$ cat config.mk
export PLATFORM = sky130hd
export DESIGN_NAME = comma_align_ctrl
export DESIGN_NICKNAME = d
export VERILOG_FILES = /design/src/rtl/comma_align_ctrl.sv
export SDC_FILE = /design/constraint.sdc
export NUM_CORES = 1
export LEC_CHECK = 0
export BUFFER_PORTS_ARGS = -buffer_cell sky130_fd_sc_hd__buf_2
export CAP_MARGIN = 30
export CORE_MARGIN = 4
export CORE_UTILIZATION = 45
export CTS_BUF_LIST = sky130_fd_sc_hd__clkbuf_16
export DETAILED_ROUTE_END_ITERATION = 8
export PLACE_DENSITY = 0.72
export SLEW_MARGIN = 20
export SYNTH_ARGS = -nofsm -noshare
export SYNTH_HDL_FRONTEND = slang
export SYNTH_SLANG_ARGS = --single-unit
$ cat constraint.sdc
create_clock -name clk_byte -period 7.6 [get_ports clk_byte]
set_clock_uncertainty 0.1 [all_clocks]
set_input_delay 1.52 -clock clk_byte [delete_from_list [all_inputs] [get_ports clk_byte]]
set_output_delay 1.52 -clock clk_byte [all_outputs]
set_load 0.02 [all_outputs]
$ cat src/rtl/comma_align_ctrl.sv
// K28.5 word-alignment controller for the 10-bit DDR receive deserializer.
// Hunts for commas, requests bit-slips until they land on word boundaries, then tracks lock.
module comma_align_ctrl #(
    parameter int SLIP_PULSE_CYCLES = 4,
    parameter int SETTLE_WORDS      = 4,
    parameter int HUNT_WORDS        = 32,
    parameter int LOCK_COMMAS       = 3,
    parameter int LOSS_COMMAS       = 4
) (
    input  logic       clk_byte,
    input  logic       rst_n,
    input  logic       enable,
    input  logic [9:0] rx_data,
    input  logic       rx_valid,
    output logic       bitslip,
    output logic       locked,
    output logic       lock_lost,
    output logic [3:0] slip_count,
    output logic [2:0] state
);

    localparam logic [2:0] S_IDLE   = 3'd0;
    localparam logic [2:0] S_HUNT   = 3'd1;
    localparam logic [2:0] S_SLIP   = 3'd2;
    localparam logic [2:0] S_SETTLE = 3'd3;
    localparam logic [2:0] S_CHECK  = 3'd4;
    localparam logic [2:0] S_LOCKED = 3'd5;

    localparam int PCW = $clog2(SLIP_PULSE_CYCLES + 1);
    localparam int SCW = $clog2(SETTLE_WORDS + 1);
    localparam int WCW = $clog2(HUNT_WORDS + 1);
    localparam int CCW = $clog2(LOCK_COMMAS + 1);
    localparam int LCW = $clog2(LOSS_COMMAS + 1);

    function automatic logic is_comma(input logic [9:0] x);
        return (x == 10'h0FA) || (x == 10'h305);
    endfunction

    logic [2:0]     state_q, state_d;
    logic [8:0]     prev_q, prev_d;
    logic [WCW-1:0] word_cnt_q, word_cnt_d;
    logic [CCW-1:0] comma_cnt_q, comma_cnt_d;
    logic [LCW-1:0] loss_cnt_q, loss_cnt_d;
    logic [SCW-1:0] settle_cnt_q, settle_cnt_d;
    logic [PCW-1:0] pulse_cnt_q, pulse_cnt_d;
    logic           bitslip_q, bitslip_d;
    logic           locked_q, locked_d;
    logic           lock_lost_q, lock_lost_d;
    logic [3:0]     slip_count_q, slip_count_d;

    // rx_valid is a one-cycle strobe with no back-pressure: a word is consumed on every cycle it is high.
    // Only the low 9 bits of the previous word can take part in a straddling comma at offsets 1..9.
    logic [17:0] window;
    logic        hit_c, aligned_c, misaligned_c;
    logic        enter_hunt, enter_slip;

    always_comb begin
        window = {prev_q, rx_data[9:1]};
        hit_c  = 1'b0;
        for (int j = 0; j <= 8; j++) begin
            hit_c = hit_c | is_comma(window[j +: 10]);
        end
        aligned_c    = rx_valid & is_comma(rx_data);
        misaligned_c = rx_valid & ~is_comma(rx_data) & hit_c;
    end

    always_comb begin
        state_d      = state_q;
        prev_d       = prev_q;
        word_cnt_d   = word_cnt_q;
        comma_cnt_d  = comma_cnt_q;
        loss_cnt_d   = loss_cnt_q;
        settle_cnt_d = settle_cnt_q;
        pulse_cnt_d  = pulse_cnt_q;
        bitslip_d    = bitslip_q;
        locked_d     = locked_q;
        lock_lost_d  = 1'b0;
        slip_count_d = slip_count_q;
        enter_hunt   = 1'b0;
        enter_slip   = 1'b0;

        if (state_q == S_IDLE) begin
            prev_d = '0;
        end else if (rx_valid) begin
            prev_d = rx_data[8:0];
        end

        // A slip pulse always runs to completion so the deserializer sees a full request.
        if (state_q == S_SLIP) begin
            if (pulse_cnt_q == PCW'(SLIP_PULSE_CYCLES)) begin
                bitslip_d    = 1'b0;
                settle_cnt_d = '0;
                state_d      = enable ? S_SETTLE : S_IDLE;
            end else begin
                pulse_cnt_d = pulse_cnt_q + PCW'(1);
            end
        end else if (!enable) begin
            state_d     = S_IDLE;
            locked_d    = 1'b0;
            word_cnt_d  = '0;
            comma_cnt_d = '0;
            loss_cnt_d  = '0;
        end else begin
            case (state_q)
                S_IDLE: enter_hunt = 1'b1;
                S_HUNT: begin
                    if (aligned_c) begin
                        state_d     = S_CHECK;
                        comma_cnt_d = CCW'(1);
                        word_cnt_d  = '0;
                    end else if (misaligned_c) begin
                        enter_slip = 1'b1;
                    end else if (rx_valid) begin
                        if (word_cnt_q == WCW'(HUNT_WORDS - 1)) enter_slip = 1'b1;
                        else word_cnt_d = word_cnt_q + WCW'(1);
                    end
                end
                S_SETTLE: begin
                    if (rx_valid) begin
                        if (settle_cnt_q == SCW'(SETTLE_WORDS - 1)) enter_hunt = 1'b1;
                        else settle_cnt_d = settle_cnt_q + SCW'(1);
                    end
                end
                S_CHECK: begin
                    if (aligned_c) begin
                        word_cnt_d = '0;
                        if (comma_cnt_q >= CCW'(LOCK_COMMAS - 1)) begin
                            state_d    = S_LOCKED;
                            locked_d   = 1'b1;
                            loss_cnt_d = '0;
                        end else begin
                            comma_cnt_d = comma_cnt_q + CCW'(1);
                        end
                    end else if (misaligned_c) begin
                        enter_slip = 1'b1;
                    end else if (rx_valid) begin
                        if (word_cnt_q == WCW'(HUNT_WORDS - 1)) enter_hunt = 1'b1;
                        else word_cnt_d = word_cnt_q + WCW'(1);
                    end
                end
                S_LOCKED: begin
                    if (aligned_c) begin
                        loss_cnt_d = '0;
                    end else if (misaligned_c) begin
                        if (loss_cnt_q == LCW'(LOSS_COMMAS - 1)) begin
                            enter_hunt  = 1'b1;
                            locked_d    = 1'b0;
                            lock_lost_d = 1'b1;
                        end else begin
                            loss_cnt_d = loss_cnt_q + LCW'(1);
                        end
                    end
                end
                default: state_d = S_IDLE;
            endcase
        end

        if (enter_hunt) begin
            state_d     = S_HUNT;
            word_cnt_d  = '0;
            comma_cnt_d = '0;
            loss_cnt_d  = '0;
        end
        if (enter_slip) begin
            state_d      = S_SLIP;
            bitslip_d    = 1'b1;
            pulse_cnt_d  = PCW'(1);
            word_cnt_d   = '0;
            comma_cnt_d  = '0;
            slip_count_d = (slip_count_q == 4'd9) ? 4'd0 : slip_count_q + 4'd1;
        end
    end

    always_ff @(posedge clk_byte or negedge rst_n) begin
        if (!rst_n) begin
            state_q      <= S_IDLE;
            prev_q       <= '0;
            word_cnt_q   <= '0;
            comma_cnt_q  <= '0;
            loss_cnt_q   <= '0;
            settle_cnt_q <= '0;
            pulse_cnt_q  <= '0;
            bitslip_q    <= 1'b0;
            locked_q     <= 1'b0;
            lock_lost_q  <= 1'b0;
            slip_count_q <= 4'd0;
        end else begin
            state_q      <= state_d;
            prev_q       <= prev_d;
            word_cnt_q   <= word_cnt_d;
            comma_cnt_q  <= comma_cnt_d;
            loss_cnt_q   <= loss_cnt_d;
            settle_cnt_q <= settle_cnt_d;
            pulse_cnt_q  <= pulse_cnt_d;
            bitslip_q    <= bitslip_d;
            locked_q     <= locked_d;
            lock_lost_q  <= lock_lost_d;
            slip_count_q <= slip_count_d;
        end
    end

    assign bitslip    = bitslip_q;
    assign locked     = locked_q;
    assign lock_lost  = lock_lost_q;
    assign slip_count = slip_count_q;
    assign state      = state_q;

endmodule

# == Yosys cells after proc, flatten, opt, wreduce, memory -nomap -nowiden ==
# Cells that the tools add are included.
# word_totals
reg_bits,36
in_bits,14
out_inout_bits,10
elab_cells,197
# classes
addsub,6
order_cmp,1
n_eq_ne,59
muxes,80
bitwise_logic,13
reduce_logical,27
# ops
cell,count
"10-bit == test, second input constant",10
"10-bit by 8-bit == test with 1-bit output, second input constant",10
3-bit 2-to-1 mux,25
6-bit 2-to-1 mux,9
"5-bit inequality test, second input constant",6
1-bit 2-to-1 mux,29
5-bit AND reduction,4
9-bit 2-to-1 mux,2
"3-bit inequality test, second input constant",6
"6-bit inequality test, second input constant",3
2-bit 2-to-1 mux,8
"3-bit by 2-bit == test with 1-bit output, second input constant",4
2-bit nonzero test,6
1-bit logical OR,10
"5-bit by 1-bit inequality test with 1-bit output, second input constant",2
"3-bit by 1-bit adder with 3-bit output, second input constant",3
"3-bit == test, second input constant",3
3-bit case mux with 3 select lines,1
"4-bit inequality test, second input constant",2
1-bit OR,8
7-bit AND reduction,1
"6-bit by 1-bit adder with 6-bit output, second input constant",1
"6-bit by 5-bit == test with 1-bit output, second input constant",1
"2-bit inequality test, second input constant",3
other kinds (24),29

# == Logic depth before layout (Yosys ltp) ==
# depth
ltp_word,18
ltp_mapped,11
mapped_depth_nobuf,10

# == Worst setup path before layout ==
# OpenSTA, ideal clock, no wires.
# synth_timing
path_type,in2reg
start,input port rx_data[9]
end,register word_cnt_q[2]
setup_time_ps,101
arrival_time_ps,3828
t_required_ps,7399
slack_ps,3572
path_stages,10
n_path_buf,2
cell_sequence,buf_2 or4b_4 nor4b_2 o211ai_2 nand4_2 o21ai_1 mux2i_1 or4b_1 buf_2 o311ai_2
# synth_via
elab_chain_len,18
elab_cells_between_ends,68
cone_classes,25 x eq/ne; 20 x mux; 12 x bitwise; 11 x reduce/logical
# synth_rtl
element,line,source
start: declaration,13,"input logic [9:0] rx_data,"
10-bit by 8-bit == test with 1-bit output / 10-bit == test (equally long branches),36,return (x == 10'h0FA) || (x == 10'h305);
1-bit logical OR,36,
1-bit OR (8 in series),61,hit_c = hit_c | is_comma(window[j +: 10]);
1-bit AND,64,misaligned_c = rx_valid & ~is_comma(rx_data) & hit_c;
"1-bit 2-to-1 mux, on equally long branches","144, 111, 134",
"1-bit 2-to-1 mux, on equally long branches","142, 107, 125",
1-bit case mux with 4 select lines / 1-bit case mux with 2 select lines (equally long branches),104,case (state_q)
1-bit 2-to-1 mux,97,end else if (!enable) begin
1-bit 2-to-1 mux,89,if (state_q == S_SLIP) begin
"5-bit inequality test (no line), or another cell as far along",-,
5-bit AND reduction (no line) / 6-bit 2-to-1 mux (equally long branches),-,
end signal: assignment,190,word_cnt_q <= word_cnt_d;
end: declaration,41,"logic [WCW-1:0] word_cnt_q, word_cnt_d;"
# Parallel ways exist; a longest one is shown, timed or not. The select of a mux whose other input is x is not followed.
# A chain may end at the register's enable or synchronous reset.

# == Worst setup path in the final report ==
# layout_timing
start,input port rx_data[8]
end,register word_cnt_q[2]
# Same word-level chain as after synthesis.

==> metrics <==
design area ~2800 µm²; register area 901 µm²; WP data arrival between 4 and 5 ns; Distinct cells, synth 59; FILL cells between 500 and 600; CTS max path bufs 2; R2R Setup Slk between 4 and 5 ns; setup bufs post-CTS 0; Synth area leader dfrtp_1; CTS tree yes; die height approximately 83 µm; synthesized flop and latch total 36; top-level I/O count 24; clk slew on worst S/H paths approximately 0.06 ns; final wirelength between 5000 and 6000 µm; GP Congestion roughly 0.9; RSZ-0062 raised after global routing no; Slew HR 0.457; row count 27; worst slew pin tran between 0.8 and 0.9 ns; Final HPWL DP about 4200 µm; hold buffer count at CTS 0; top-area cell type share of the netlist area 0.355; multi-input logic area 1480 µm²; clk sink count 36; synth top area cells dfrtp_1 (35%), nand2_1 (4.4%), mux2i_1 (4.3%); CP max FO 16; Via density 5.92; FF-to-FF End word_cnt_q[2]; CORE AREA approximately 5500 µm²; min Tclk post-route about 4.2 ns; Post-Syn Area 2540 µm²; Critical Path End word_cnt_q[2]; IO Port Bufs 23; commonest non-fill, non-tap cell in the layout dfrtp_1; post-route setup TNS 0 ns; layout cells sized above 1 0.127; # Max-Cap Violations 0; Setup-failing EPs final 0; total congestion overflow 0; WHS about 0.38 ns; status complete, no violations; worst-skew pair later-pin latency ~0.28 ns; DRT Pass-1 Iters 4; Post-CTS Resized 0; Startpoint Class input port; DP Area 2680 µm²; asr flop ratio synth 1.00; most common flop cell mapped by yosys dfrtp_1; Post-synth EDFFs 0; DIE AREA around 7000 µm²; Final Hold Vio Count 0; CTS H-tree depth 2; sequential area share after synthesis 0.355; DRC viols 0; ANT nets after route 0; Post-Syn Nets 323; commonest cells after routing, fill and taps aside dfrtp_1 (36), nand2_1 (30), nor2_1 (25), buf_2 (23), inv_1 (22); f_max roughly 240 MHz; Critical Path Start rx_data[8]; initial core utilization 0.461; global-route wire length before repair just over 10000 µm; Peak VDD IR between 0.09 and 0.1 mV; leakage 1.24 nW; vias in the first global route 2175; Slew Viols, Final 0; Worst Setup End Kind flip-flop; vias roughly 2300; clk root buf clkbuf_16; Die Wd about 83 µm; Hold WC Path Type flip-flop to flip-flop; WL/cell between 15 and 20 µm; initial antenna violation count 0; area grow syn2layout 10.8%; Final Core Density 0.511; Pwr per Cell Area 221 nW/µm²; Synth warnings 0; critical path class input port to flip-flop; All-Layer GR Usage 0.178; TritonCTS Buffers 5; worst path required time 7.68 ns; largest net degree at the start of global routing 37; nets 337; Iter 0 DRT Violations 200; R2R depth 8; r2r startpoint prev_q[1]; period utilisation layout 0.549; Cells after Synth between 300 and 400; diodes inserted 0; Mean Syn Cell Area 8.44 µm²
-- where the power goes --
part / switching [mW] / internal (mW) / total (mW) / leakage, nW
clock network: 0.0776 / 0.119 / 0.197 / 0.0687
registers: 0.0451 / 0.217 / 0.262 / 0.475
logic: 0.0992 / 0.0638 / 0.163 / 0.692
-- flip-flops by register name, indices dropped and copies added, names as in the netlist, 2 cells and up --
signal and flops:
comma_cnt_q 2, loss_cnt_q 3, prev_q 9, pulse_cnt_q 3
settle_cnt_q 3, slip_count 4, state 3, word_cnt_q 6
-- cell usage after synthesis (7+ instances only) --
master / count
nor2b_1: 7
nor3_1: 11
inv_1: 21
mux2i_1: 11
nor2_1: 25
a21oi_1: 16
nand3_1: 8
buf_2: 8
o21ai_0: 9
ha_1: 8
dfrtp_1: 36
clkbuf_1: 7
o22ai_1: 7
nand2_1: 30
-- layout make-up --
type	count	area share
clock inverters	3	0.00533
clock buffers	5	0.0444
multi-input cells	227	0.527
well taps	72	0.0320
flip-flops and latches	36	0.320
inverters	21	0.0280
repair buffers	24	0.0436
-- layer usage --
layer / vias up / GRT usage / wire (µm)
met5: - / 0 / 0
met3: 9 / 0.0427 / 342
met2: 84 / 0.273 / 2640
met1: 1068 / 0.242 / 2760
li1: 1135 / - / -
met4: 0 / 0.0684 / 107
-- how the worst min path moves through the flow --
stage	startpoint	end	slack, ns	depth (start not counted)
after floorplan	settle_cnt_q[2]	settle_cnt_q[2]	0.35	2
after global placement	settle_cnt_q[2]	settle_cnt_q[2]	0.37	2
after detailed placement	settle_cnt_q[2]	settle_cnt_q[2]	0.38	2
after CTS	settle_cnt_q[2]	settle_cnt_q[2]	0.40	2
after global routing	pulse_cnt_q[0]	pulse_cnt_q[0]	0.44	1
final	settle_cnt_q[2]	settle_cnt_q[2]	0.38	2
-- per-stage QoR --
step | power, mW | std cells | setup slack [ns]
final | 0.621 | 388 | 3.43
after floorplan | 0.380 | 301 | 3.57
after CTS | 0.626 | 388 | 3.47
after global routing | 0.663 | 388 | 3.23
after global placement | 0.424 | 380 | 3.27
after detailed placement | 0.427 | 380 | 3.16
-- critical path: stages --
cell and delay, ns:
buf_2 0.21, nor4bb_1 0.10, and4_1 0.21, a21oi_1 0.14, nand4_1 0.22, o311a_1 0.62, or2_0 0.31, or4b_1 0.64
o311ai_2 0.27
-- cell families after synthesis --
family | share of synthesized area
AND/OR/NAND/NOR | 0.299
AO/OA/AOI/OAI | 0.192
buffers and inverters | 0.0616
flip-flops | 0.355
multiplexers | 0.0434
adder cells (fa/ha/maj) | 0.0394
XOR/XNOR | 0.0103
Note: power is estimated with default switching activity, not from simulation.
